## config.mk

```make
export PLATFORM = sky130hd
export DESIGN_NAME = cmd_response_rx_ctrl
export DESIGN_NICKNAME = d
export VERILOG_FILES = /design/src/rtl/sd_cmd_pkg.sv /design/src/rtl/cmd_crc7.sv /design/src/rtl/cmd_response_rx_ctrl.sv
export SDC_FILE = /design/constraint.sdc
export NUM_CORES = 1
export LEC_CHECK = 0
export CORE_MARGIN = 2
export CORE_UTILIZATION = 30
export CTS_BUF_LIST = sky130_fd_sc_hd__clkbuf_4
export DETAILED_ROUTE_END_ITERATION = 8
export GPL_TIMING_DRIVEN = 1
export MAX_ROUTING_LAYER = met4
export PLACE_DENSITY = 0.63
export SYNTH_ARGS = -nofsm -noshare
export SYNTH_HDL_FRONTEND = slang
export SYNTH_HIERARCHICAL = 1
export SYNTH_SLANG_ARGS = --single-unit
export TNS_END_PERCENT = 10
```

## constraint.sdc

```tcl
create_clock -name sd_clock -period 2.15 [get_ports sd_clock]
set_clock_uncertainty 0.05 [all_clocks]
set_input_delay 0.43 -clock sd_clock [delete_from_list [all_inputs] [get_ports sd_clock]]
set_output_delay 0.43 -clock sd_clock [all_outputs]
set_load 0.01 [all_outputs]
```

## src/rtl/sd_cmd_pkg.sv

```systemverilog
// Shared types and constants for the SD CMD-line response receiver.
// Consumed by cmd_response_rx_ctrl and cmd_crc7.
package sd_cmd_pkg;
  localparam int NCR_MAX_DEF   = 64;
  localparam int SHORT_LEN_DEF = 48;
  localparam int LONG_LEN_DEF  = 136;
  localparam int RESP_W        = 136;

  // x^7 + x^3 + 1
  localparam logic [6:0] CRC7_POLY = 7'h09;

  typedef enum logic [1:0] {
    S_IDLE,
    S_WAIT_START,
    S_RECEIVE,
    S_REPORT
  } rx_state_e;
endpackage

```

## src/rtl/cmd_crc7.sv

```systemverilog
// Serial CRC7 (x^7+x^3+1, init 0), one bit per enabled cycle, MSB first.
module cmd_crc7
  import sd_cmd_pkg::*;
(
  input  logic       sd_clock,
  input  logic       reset,
  input  logic       clear,
  input  logic       enable,
  input  logic       bit_in,
  output logic [6:0] crc
);
  logic fb;
  assign fb = bit_in ^ crc[6];

  always_ff @(posedge sd_clock or negedge reset) begin
    if (!reset)      crc <= '0;
    else if (clear)  crc <= '0;
    else if (enable) crc <= {crc[5:0], 1'b0} ^ ({7{fb}} & CRC7_POLY);
  end
endmodule

```

## src/rtl/cmd_response_rx_ctrl.sv

```systemverilog
// SD command response receiver: start-bit hunt within NCR, 48/136-bit shift-in,
// end-bit check and optional CRC7 check (built only when CMD_RX_CRC7_EN is defined).
module cmd_response_rx_ctrl
  import sd_cmd_pkg::*;
#(
  parameter int NCR_MAX   = NCR_MAX_DEF,
  parameter int SHORT_LEN = SHORT_LEN_DEF,
  parameter int LONG_LEN  = LONG_LEN_DEF
) (
  input  logic              sd_clock,
  input  logic              reset,
  input  logic              start,
  input  logic              long_resp,
  input  logic              crc_skip,
  input  logic              abort,
  input  logic              cmd_in,
  output logic              busy,
  output logic              done,
  output logic [RESP_W-1:0] resp_data,
  output logic              timeout_err,
  output logic              end_err,
  output logic              crc_err
);
  localparam int TW = $clog2(NCR_MAX + 1);
  localparam int CW = $clog2(LONG_LEN + 1);

  rx_state_e state, state_nxt;
  logic          long_q;
  logic [TW-1:0] timer;
  logic [CW-1:0] bit_cnt;
  logic [CW-1:0] last_idx;
  logic          accept, tmo_hit, last_bit;

  assign last_idx = long_q ? CW'(LONG_LEN - 1) : CW'(SHORT_LEN - 1);
  assign accept   = (state == S_IDLE) && start && !abort;
  assign tmo_hit  = (state == S_WAIT_START) && cmd_in && (timer == TW'(NCR_MAX - 1));
  assign last_bit = (state == S_RECEIVE) && (bit_cnt == last_idx);

  always_ff @(posedge sd_clock or negedge reset) begin
    if (!reset) state <= S_IDLE;
    else        state <= state_nxt;
  end

  always_comb begin
    state_nxt = state;
    if (abort) begin
      state_nxt = S_IDLE;
    end else begin
      unique case (state)
        S_IDLE:       if (start) state_nxt = S_WAIT_START;
        S_WAIT_START: if (!cmd_in) state_nxt = S_RECEIVE;
                      else if (tmo_hit) state_nxt = S_REPORT;
        S_RECEIVE:    if (last_bit) state_nxt = S_REPORT;
        S_REPORT:     state_nxt = S_IDLE;
        default:      state_nxt = S_IDLE;
      endcase
    end
  end

  always_comb begin
    busy = (state != S_IDLE);
    done = (state == S_REPORT);
  end

  // Datapath; an abort freezes everything so the partial frame stays visible.
  always_ff @(posedge sd_clock or negedge reset) begin
    if (!reset) begin
      long_q      <= 1'b0;
      timer       <= '0;
      bit_cnt     <= '0;
      resp_data   <= '0;
      timeout_err <= 1'b0;
      end_err     <= 1'b0;
    end else if (accept) begin
      long_q      <= long_resp;
      timer       <= '0;
      bit_cnt     <= '0;
      resp_data   <= '0;
      timeout_err <= 1'b0;
      end_err     <= 1'b0;
    end else if (!abort) begin
      case (state)
        S_WAIT_START: begin
          if (!cmd_in) begin
            resp_data <= {resp_data[RESP_W-2:0], cmd_in};
            bit_cnt   <= CW'(1);
          end else begin
            timer <= timer + TW'(1);
            if (tmo_hit) timeout_err <= 1'b1;
          end
        end
        S_RECEIVE: begin
          resp_data <= {resp_data[RESP_W-2:0], cmd_in};
          bit_cnt   <= bit_cnt + CW'(1);
          if (last_bit) end_err <= !cmd_in;
        end
        default: ;
      endcase
    end
  end

`ifdef CMD_RX_CRC7_EN
  logic       skip_q;
  logic       crc_en;
  logic [6:0] crc_calc;

  // Short frames cover indices 0..len-9 (start bit included); long frames start at 8.
  always_comb begin
    crc_en = 1'b0;
    if (!abort) begin
      if (state == S_WAIT_START)
        crc_en = !cmd_in && !long_q;
      else if (state == S_RECEIVE)
        crc_en = long_q ? (bit_cnt >= CW'(8) && bit_cnt <= CW'(LONG_LEN - 9))
                        : (bit_cnt <= CW'(SHORT_LEN - 9));
    end
  end

  cmd_crc7 u_crc7 (
    .sd_clock (sd_clock),
    .reset    (reset),
    .clear    (accept),
    .enable   (crc_en),
    .bit_in   (cmd_in),
    .crc      (crc_calc)
  );

  // On the end-bit edge the received CRC sits in resp_data[6:0].
  always_ff @(posedge sd_clock or negedge reset) begin
    if (!reset) begin
      skip_q  <= 1'b0;
      crc_err <= 1'b0;
    end else if (accept) begin
      skip_q  <= crc_skip;
      crc_err <= 1'b0;
    end else if (!abort && last_bit) begin
      crc_err <= (crc_calc != resp_data[6:0]) && !skip_q;
    end
  end
`else
  assign crc_err = 1'b0;
`endif
endmodule

```

==> out/metrics.cfg, run 1 <==
[setup_path]
worst-r2r-cell-count=6
start_kind=register
rrSetupSlack_ns=0.06
cp-endpoint=state[1]
worstPathArrival_ns=2.48
worstReg2RegEnd=state[1]
crit_required_ns=2.55
r2r_start=bit_cnt[3]
worstPathMaxFanout=7
worst-setup-path-type=register to register
critPathLaunch=bit_cnt[3]
cp-end-kind=register

[sta]
drv_slew=0
min_period_over_period_pct=97.0
tns_ns=0
tightest_slew_ns=0.513
maxSlewHeadroom_pct=64.9
setup_viol=0
period_needed_ns=2.09
max_freq_mhz=479
rsz0062_at_grt=yes
finalHoldViolCount=0
holdWs_ns=0.253

[floorplanning]
die_x_um=151
dieArea_sq_um=22800
rows=53
initial_core_util_pct=30.8
pin_count=148
core_area_sq_um=21100
fp.dieH_um=151

[routing]
drc=0
drtIter0Drc=216
ant_nets=0
via_count=5361
drt_pre_antenna_iters=4
wirelength_um=17000
vias_per_cell=4.68
wl_per_cell_um=14.8

[global_routing]
grt_pass1_vias=5136
antenna_found_initial=0
overflow=0
grt_max_degree=76
grt_pass1_wl_um=27100
grt_usage_pct=15.6

[final_layout]
fillers=2111
syn2layout_area_growth_pct=34.7
final_layout_size_suffix_gt1_share_pct=8.85
antenna_cells=0
final_nets=870
final_core_util_pct=41.4

[clock_tree]
htree_levels=4
cts_tree=yes
cts_sinks=156
clock_path_buffers=2
clockRootBuffer=clkbuf_4
numCtsBuffers=17
clkLatencyLatePin_ns=0.57
clkTransAtPathRegs_ns=0.15

[place]
post-dp-hpwl_um=10900
gp_congestion=0.769
io_buffers=145

[flow_run]
drv_cap=0

[synth]
async_reset_ff_share_pct=100
synth_fp_nets=722
synth_flop_cell=dfrtp_1
synth_seq_cells=156
synth_area_sq_um=6480
synth_seq_area_share_pct=60.2
ys_types=40
synth-edff-count=0
yosys_warnings=6
syn_area_per_cell_sq_um=9.15
syn_inst=709

[power]
cellLeakagePower_nw=4.27
pwr_density_cell_nw_per_um2=813
ir_drop_v=0.000800
finalPower_mw=7.10

[run_status]
outcome=finished, final reports clean

[hold_path]
hp-class=primary input to async pin

-- where the power goes --
part	total [mW]	internal [mW]	switching [mW]
Combinational	2.32	0.818	1.51
Clock	1.60	0.470	1.12
Sequential	3.18	3.07	0.111
-- metal layers --
layer / global-route usage (%) / share of wire, %
met5: - / 0
met4: 5.05 / 1.3
met3: 4.13 / 5.6
met2: 23.0 / 45
met1: 20.9 / 48
-- cell families after synthesis --
logic type / share of synthesized area [%]
adders and majority gates: 1.16
AOI/OAI and AO/OA: 4.90
buffers and inverters: 3.76
and+or+nand+nor: 28.1
other: 0.0578
xor gates and xnor gates: 1.35
muxes: 0.482
DFF: 60.2
-- worst max-delay path, cell delays in order, from the launching register on --
cell and delay (ns):
dfrtp_1 0.49, nor4bb_2 0.47, o2111ai_4 0.17, a222oi_1 0.33, buf_4 0.19, mux2i_1 0.20
nor2_1 0.07
-- cells in the mapped netlist (all sizes together) (2+ instances only) --
cell	instances	area (sq um)
or2	3	18.8
a21oi	39	199
nand3	101	505
nor4bb	2	20.0
buf	15	97.6
nor2	18	67.6
ha	6	75.1
a211oi	2	15.0
dfrtp	156	3900
mux2i	2	20.0
nand2b	2	12.5
nor3	3	15.0
and2	2	12.5
inv	5	18.8
nand4	8	56.3
o21a	2	15.0
o21ai	4	20.0
nand2	279	1050
xnor2	7	61.3
xor2	3	26.3
a21o	2	15.0
clkbuf	34	128
-- repair_timing --
action | CTS | global route
setup endpoints to repair | 4 | 7
hold buffers | 1 | 0
setup buffers | 2 | 2
gates resized for setup | 5 | 8
pin swaps | 1 | 1
hold endpoints to repair | 65 | 0
-- worst min path at each step --
stage | startpoint | to | depth (start not counted)
2_1_floorplan | reset | bit_cnt[0] | 0
3_3_place_gp | reset | resp_data[128] | 1
3_5_place_dp | reset | resp_data[129] | 1
4_1_cts | reset | resp_data[129] | 2
5_1_grt | reset | resp_data[128] | 2
6_report | reset | resp_data[129] | 2
-- layout by cell type, fill, tap and decap left out, types with 3 or more instances in the layout --
master / Yosys / routed
clkinvlp_4: 0 / 3
xor2_1: 3 / 3
nand2_1: 279 / 278
nand4_1: 7 / 7
buf_12: 0 / 11
buf_4: 9 / 21
dfrtp_1: 156 / 155
xnor2_1: 7 / 7
a21oi_1: 38 / 38
nor2_1: 18 / 15
ha_1: 6 / 4
dlymetal6s2s_1: 0 / 4
inv_6: 0 / 4
inv_1: 5 / 4
nor3_1: 3 / 3
clkinv_1: 0 / 3
clkdlybuf4s50_1: 0 / 138
nand3_1: 101 / 101
clkbuf_4: 0 / 18
-- area by class of cell --
class | count | area [sq um] | share of cell area [%]
Sequential cell | 156 | 3910 | 44.7
Multi-Input combinational cell | 499 | 2390 | 27.3
Timing Repair Buffer | 178 | 1850 | 21.2
Tap cell | 275 | 344 | 3.94
Clock buffer | 18 | 135 | 1.55
Clock inverter | 14 | 96.3 | 1.10
Inverter | 5 | 18.8 | 0.215
-- state kept, by name, summed over array words and instances, names as in the netlist --
register	flops
resp_data	136
bit_cnt	8
timer	7
state	2
end_err	1
long_q	1
timeout_err	1
-- stage by stage --
| stage | worst slack (ns) | cells | instance area (sq um) |
|---|---|---|---|
| floorplan | 0.123 | 709 | 6480 |
| global placement | 0.0937 | 1108 | 8430 |
| detailed placement | 0.0407 | 1108 | 8430 |
| CTS | 0.0155 | 1143 | 8680 |
| global route | -0.0742 | 1145 | 8730 |
| finish | 0.0635 | 1145 | 8730 |
No activity file was read; power rests on OpenSTA's default activity.
==> inputs of run 2 (changes only) <==
Settings changed: GPL_TIMING_DRIVEN 1 to not set, SLEW_MARGIN set to 20.
==> results of run 2 <==
Same layout as run 1: the final DEF is identical, and so are final timing and power.
